==> config.mk <==
export PLATFORM = sky130hd
export DESIGN_NAME = cuila_trace_tx
export DESIGN_NICKNAME = d
export VERILOG_FILES = /design/src/rtl/cuila_trace_tx.sv
export SDC_FILE = /design/constraint.sdc
export NUM_CORES = 1
export LEC_CHECK = 0
export ABC_AREA = 0
export BUFFER_PORTS_ARGS = -buffer_cell sky130_fd_sc_hd__buf_2
export CORE_ASPECT_RATIO = 1.75
export CORE_MARGIN = 3
export CORE_UTILIZATION = 42
export CTS_CLUSTER_DIAMETER = 80
export DETAILED_ROUTE_END_ITERATION = 7
export PLACE_DENSITY_LB_ADDON = 0.2
export SYNTH_ARGS = -nofsm -noshare
export SYNTH_HDL_FRONTEND = slang
export SYNTH_SLANG_ARGS = --single-unit
==> constraint.sdc <==
create_clock -name clk -period 7.54 [get_ports clk]
set_clock_uncertainty 0.15 [all_clocks]
set_input_delay 0.377 -clock clk [delete_from_list [all_inputs] [get_ports clk]]
set_output_delay 0.377 -clock clk [all_outputs]
set_load 0.03 [all_outputs]
==> src/rtl/cuila_trace_tx.sv <==
// CUILA trace transmitter: captures decoder/ALU probe records into a FIFO and
// serialises each one as an 11-byte framed packet on a UART 8N1 line.
//
// state  | meaning
// -------+-----------------------------------------------------------
// IDLE   | line high, waiting for a queued record
// LOAD   | pop head record, latch packet fields and checksum
// START  | start bit (line low) for one bit time
// DATA   | eight data bits, LSB first
// STOP   | stop bit (line high); next byte or back to IDLE
module cuila_trace_tx #(
    parameter int CLKS_PER_BIT = 868,
    parameter int FIFO_DEPTH   = 16
) (
    input  logic                        clk,
    input  logic                        resetn,
    input  logic                        capture_en,
    input  logic                        decoder_inst_valid,
    input  logic [31:0]                 decoder_inst_payload,
    input  logic [31:0]                 alu_res,
    input  logic                        alu_status_negative,
    input  logic                        alu_status_zero,
    output logic                        tx,
    output logic                        busy,
    output logic [$clog2(FIFO_DEPTH):0] fifo_level,
    output logic [15:0]                 drop_count
);
    localparam int AW = $clog2(FIFO_DEPTH);
    localparam int TW = $clog2(CLKS_PER_BIT);
    localparam logic [AW:0]   FULL_LEVEL = (AW + 1)'(FIFO_DEPTH);
    localparam logic [TW-1:0] BIT_TOP    = TW'(CLKS_PER_BIT - 1);
    localparam logic [7:0]    SYNC_BYTE  = 8'hA5;

    localparam logic [2:0] S_IDLE  = 3'd0;
    localparam logic [2:0] S_LOAD  = 3'd1;
    localparam logic [2:0] S_START = 3'd2;
    localparam logic [2:0] S_DATA  = 3'd3;
    localparam logic [2:0] S_STOP  = 3'd4;

    // record layout: {neg, zero, seq[4:0], payload[31:0], alu_res[31:0]}
    logic [70:0]   mem [FIFO_DEPTH];
    logic [AW-1:0] wr_ptr, rd_ptr;
    logic [70:0]   head;
    logic [4:0]    seq;
    logic          pending_drop;
    logic          push_req, pop, fifo_full, push_ok, drop;

    logic [2:0]    state;
    logic [TW-1:0] timer;
    logic [2:0]    bit_idx;
    logic [3:0]    byte_idx;
    logic [7:0]    flags_r, csum_r;
    logic [31:0]   payload_r, alu_r;
    logic [7:0]    load_flags, load_csum, cur_byte;

    assign push_req  = capture_en & decoder_inst_valid;
    assign pop       = (state == S_LOAD);
    assign fifo_full = (fifo_level == FULL_LEVEL);
    // A full FIFO still accepts a push on the edge that pops the head.
    assign push_ok   = push_req & (~fifo_full | pop);
    assign drop      = push_req & ~push_ok;
    assign head      = mem[rd_ptr];
    assign busy      = (state != S_IDLE);

    // Record storage; contents need no reset since occupancy gates every read.
    always_ff @(posedge clk) begin
        if (push_ok)
            mem[wr_ptr] <= {alu_status_negative, alu_status_zero, seq,
                            decoder_inst_payload, alu_res};
    end

    // FIFO pointers and occupancy.
    always_ff @(posedge clk or negedge resetn) begin
        if (!resetn) begin
            wr_ptr     <= '0;
            rd_ptr     <= '0;
            fifo_level <= '0;
        end else begin
            if (push_ok)
                wr_ptr <= wr_ptr + 1'b1;
            if (pop)
                rd_ptr <= rd_ptr + 1'b1;
            if (push_ok && !pop)
                fifo_level <= fifo_level + 1'b1;
            else if (pop && !push_ok)
                fifo_level <= fifo_level - 1'b1;
        end
    end

    // Sequence number, saturating drop counter and the drop flag for the next packet.
    always_ff @(posedge clk or negedge resetn) begin
        if (!resetn) begin
            seq          <= '0;
            drop_count   <= '0;
            pending_drop <= 1'b0;
        end else begin
            if (push_ok)
                seq <= seq + 5'd1;
            if (drop && drop_count != 16'hFFFF)
                drop_count <= drop_count + 16'd1;
            // A drop on the LOAD edge wins so it is reported in the following packet.
            if (drop)
                pending_drop <= 1'b1;
            else if (pop)
                pending_drop <= 1'b0;
        end
    end

    // Packet fields derived from the head record at LOAD.
    always_comb begin
        load_flags = {head[70], head[69], pending_drop, head[68:64]};
        load_csum  = load_flags;
        for (int k = 0; k < 4; k++) begin
            load_csum = load_csum ^ head[32 + 8*k +: 8] ^ head[8*k +: 8];
        end
    end

    // Byte currently on the wire, selected by position in the packet.
    always_comb begin
        case (byte_idx)
            4'd0:    cur_byte = SYNC_BYTE;
            4'd1:    cur_byte = flags_r;
            4'd2:    cur_byte = payload_r[7:0];
            4'd3:    cur_byte = payload_r[15:8];
            4'd4:    cur_byte = payload_r[23:16];
            4'd5:    cur_byte = payload_r[31:24];
            4'd6:    cur_byte = alu_r[7:0];
            4'd7:    cur_byte = alu_r[15:8];
            4'd8:    cur_byte = alu_r[23:16];
            4'd9:    cur_byte = alu_r[31:24];
            default: cur_byte = csum_r;
        endcase
    end

    // Line driver: decoded from state so reset forces the line high at once.
    always_comb begin
        tx = 1'b1;
        if (state == S_START)
            tx = 1'b0;
        else if (state == S_DATA)
            tx = cur_byte[bit_idx];
    end

    // Framing FSM with a down-counting bit timer.
    always_ff @(posedge clk or negedge resetn) begin
        if (!resetn) begin
            state     <= S_IDLE;
            timer     <= '0;
            bit_idx   <= '0;
            byte_idx  <= '0;
            flags_r   <= '0;
            csum_r    <= '0;
            payload_r <= '0;
            alu_r     <= '0;
        end else begin
            case (state)
                S_IDLE: begin
                    if (fifo_level != '0)
                        state <= S_LOAD;
                end
                S_LOAD: begin
                    flags_r   <= load_flags;
                    csum_r    <= load_csum;
                    payload_r <= head[63:32];
                    alu_r     <= head[31:0];
                    byte_idx  <= '0;
                    timer     <= BIT_TOP;
                    state     <= S_START;
                end
                S_START: begin
                    if (timer == '0) begin
                        timer   <= BIT_TOP;
                        bit_idx <= '0;
                        state   <= S_DATA;
                    end else begin
                        timer <= timer - 1'b1;
                    end
                end
                S_DATA: begin
                    if (timer == '0) begin
                        timer <= BIT_TOP;
                        if (bit_idx == 3'd7)
                            state <= S_STOP;
                        else
                            bit_idx <= bit_idx + 3'd1;
                    end else begin
                        timer <= timer - 1'b1;
                    end
                end
                S_STOP: begin
                    if (timer == '0) begin
                        if (byte_idx < 4'd10) begin
                            byte_idx <= byte_idx + 4'd1;
                            timer    <= BIT_TOP;
                            state    <= S_START;
                        end else begin
                            state <= S_IDLE;
                        end
                    end else begin
                        timer <= timer - 1'b1;
                    end
                end
                default: state <= S_IDLE;
            endcase
        end
    end
endmodule
==> metrics.cfg <==
[run_status]
status=finished, final reports clean

[clock_network]
h-tree-depth=3
cts_buffers=111
postCtsSetupRepairBufs=0
cts_buffer_depth=3
clkSinkCount=1271
cts_tree=done
clk_latency_ns=0.72
clkTransAtPathRegs_ns=0.06
cts_root_buf=clkbuf_16
cts-resized-gates=0

[synth]
synthSimpleGateAreaFrac=0.0284
synth.avg_cell_area_um2=20.6
ys_warn_count=0
synth_top_family_by_area=multiplexers
syn_inst=2421
yosys_register_bits=1271
synth_compound_area_frac=0.0333
synth_top_area_cell=edfxtp_1
muxShareOfSynthArea=0.146
synth_edf_count=1136
synth-xor-area-share=0.0191
seq_area_frac_synth=0.752
synthAdderAreaFrac=0.00492
synth_common_cells=edfxtp_1, mux4_2, nand2_1
syn_area_um2=49800
synth_top_area_frac=0.684
async_reset_ff_frac=0.106
synth.most_common_cell=edfxtp_1
syn-num-nets=2510
ys.flop_type=edfxtp_1
ys_top_cells_by_area=edfxtp_1, mux4_2, dfrtp_1
yosysUniqueCellTypes=64

[routing]
ant_nets=0
wl_per_cell_um=28.8
dr.pass1.iters=5
drt_iter0_drc=2100
drcViolationCount=0
vias=24200
routed_wl_mm=122
viasPerCell=5.71

[finish]
nets=2708
syn_to_final_growth_pct=13.4
drive_above_1_share=0.251
final_util=0.482

[die]
placement_rows=166
die_h_um=462
io_pins=93
start_util=0.425
core-area_um2=117000
die_x_um=266
die_area_um2=123000

[global_route]
grt_max_degree=101
grt_pass1_wl_mm=180
overflow=0
grtUsageTotal=0.202
antenna_found_initial=5
grt_pass1_vias=25800

[placement]
hpwl_mm=69.0
gp_congestion=0.879
io_buffers=92
preCtsSetupSlack_ns=3.06

[setup_path]
worst_setup_path_start_kind=flip-flop
cp-startpoint=byte_idx[0]
cp.required_ns=7.01
path_buf_inv=2
endpoint=tx
slowest_stage=o32ai_1
crit_type=flip-flop to output port
r2r_slack_ns=3.12
critical_path.max_stage_delay_ns=0.79
cp.depth=9
cpLargestDelayFamily=compound AO/OA/AOI/OAI gates
cp_cell_sequence=inv_1 > ha_1 > o21ba_2 > o32ai_1 > nor3_1 > o32a_1 > o221a_2 > o31ai_1 > buf_2
r2r-start=rd_ptr[1]
r2r-end=csum_r[7]
end_kind=output port
r2r_cells=8
crit_fanout=16
worstPathArrival_ns=4.58

[sta]
fmax_ghz=0.196
rsz0062_at_grt=no
slew_headroom=0.249
slew_viol_final=0
finalHoldViolations=0
worst_slack_ns=2.44
setup_viol=0
fin_crit_ns=5.10
totalNegativeSetupSlack_ns=0
finalCritPeriodShare=0.677
worstMarginPinSlew_ns=1.12

[power_and_ir_drop]
p_leak_nw=18.9
max-vdd-ir-drop_v=0.000193
powerDensity_nw_per_um2=268

[run]
maxCapViolCount=0

[hold_path]
worstHoldPathType=input pin to flip-flop

## power by group
group	switching, W	leakage (nW)	internal (W)
clock network	0.00257	1.83	0.00328
registers	0.000211	11.9	0.00812
logic	0.000647	5.22	0.000348
total	0.00343	18.9	0.0118
## how the worst min path moves through the flow
stage | endpoint | from | cells after the start | slack, ns
2_1_floorplan | alu_r[0] | resetn | 0 | -0.07
3_3_place_gp | alu_r[10] | alu_r[10] | 2 | 0.31
3_5_place_dp | payload_r[20] | payload_r[20] | 2 | 0.32
4_1_cts | pending_drop | decoder_inst_valid | 5 | 0.11
5_1_grt | pending_drop | decoder_inst_valid | 5 | 0.15
6_report | pending_drop | decoder_inst_valid | 5 | 0.09
## layer usage
metal	share of wire	vias up	wire (um)	global-route usage
li1	-	10300	-	-
met1	0.39	13100	47200	0.251
met2	0.54	654	65500	0.362
met3	0.043	191	5230	0.0297
met4	0.031	4	3830	0.0697
met5	0.00022	-	27	0
## registers in the layout, indices dropped and copies added, names as in the netlist, 8 cells and up
name / flops
flags_r: 8
mem: 1136
csum_r: 8
timer: 10
drop_count: 16
payload_r: 32
alu_r: 32
## through the flow
| step | area, um^2 | instances | total power, W | hold WS [ns] |
|---|---|---|---|---|
| after floorplan | 49900 | 2421 | 0.00897 | -0.0686 |
| after global placement | 52100 | 3951 | 0.00942 | 0.312 |
| after detailed placement | 52100 | 3951 | 0.00948 | 0.317 |
| after CTS | 56500 | 4228 | 0.0153 | 0.109 |
| after global routing | 56500 | 4231 | 0.0157 | 0.154 |
| final | 56500 | 4231 | 0.0152 | 0.0901 |
## logic make-up after synthesis
group	after synthesis
flip-flops	1271
multiplexers	340
AND/OR/NAND/NOR	338
AO/OA/AOI/OAI	216
buffers and inverters	144
XOR/XNOR	93
adder cells (fa/ha/maj)	19
## cell usage in the layout, fill, tap and decap left out, types with 12 or more instances in the layout
cell           netlist  final
dlygate4sd3_1        0     67
clkbuf_1            64     24
a22oi_1             31     31
clkinv_2             0     23
clkinv_1             2     21
nor2_1              45     32
a221oi_2            19     19
xnor2_1             53     53
o21ai_0             50     50
dfrtp_1            135    132
nand3_1             13     13
a21oi_1             16     16
ha_1                18     18
mux4_2             310    310
nand4_1             14     14
nor2_4               0     13
a221oi_1            19     19
buf_2               23     91
nand2_1            229    229
inv_1               14     12
bufinv_16            0     13
buf_4                3     47
a22o_1              31     31
edfxtp_1          1136   1136
mux2i_1             20     20
clkbuf_16            0    114
xor2_1              29     29
## final cells by class
class / count / area (um^2)
timing repair buffer: 213 / 1630
antenna: 3 / 7.51
tap: 1512 / 1890
sequential: 1271 / 37500
multi-input combinational: 1006 / 11700
fill: 9460 / 60800
clock buffer: 143 / 3010
inverter: 16 / 61.3
clock inverter: 67 / 722
## worst register-to-register path, stage by stage, from the launching register on
cell and delay (ns):
dfrtp_4 1.10, buf_4 0.89, mux4_2 0.47, a22o_1 0.24
a221oi_1 0.53, xor2_1 0.39, xnor2_1 0.20, xnor3_1 0.25
o21ai_1 0.12
## timing repair
item / 4_1_cts / 5_1_grt
hold buffers: 67 / 0
hold endpoints to repair: 1139 / 0
endpoints found under the setup margin: 0 / 0
Power figures use the tool's default switching activity.
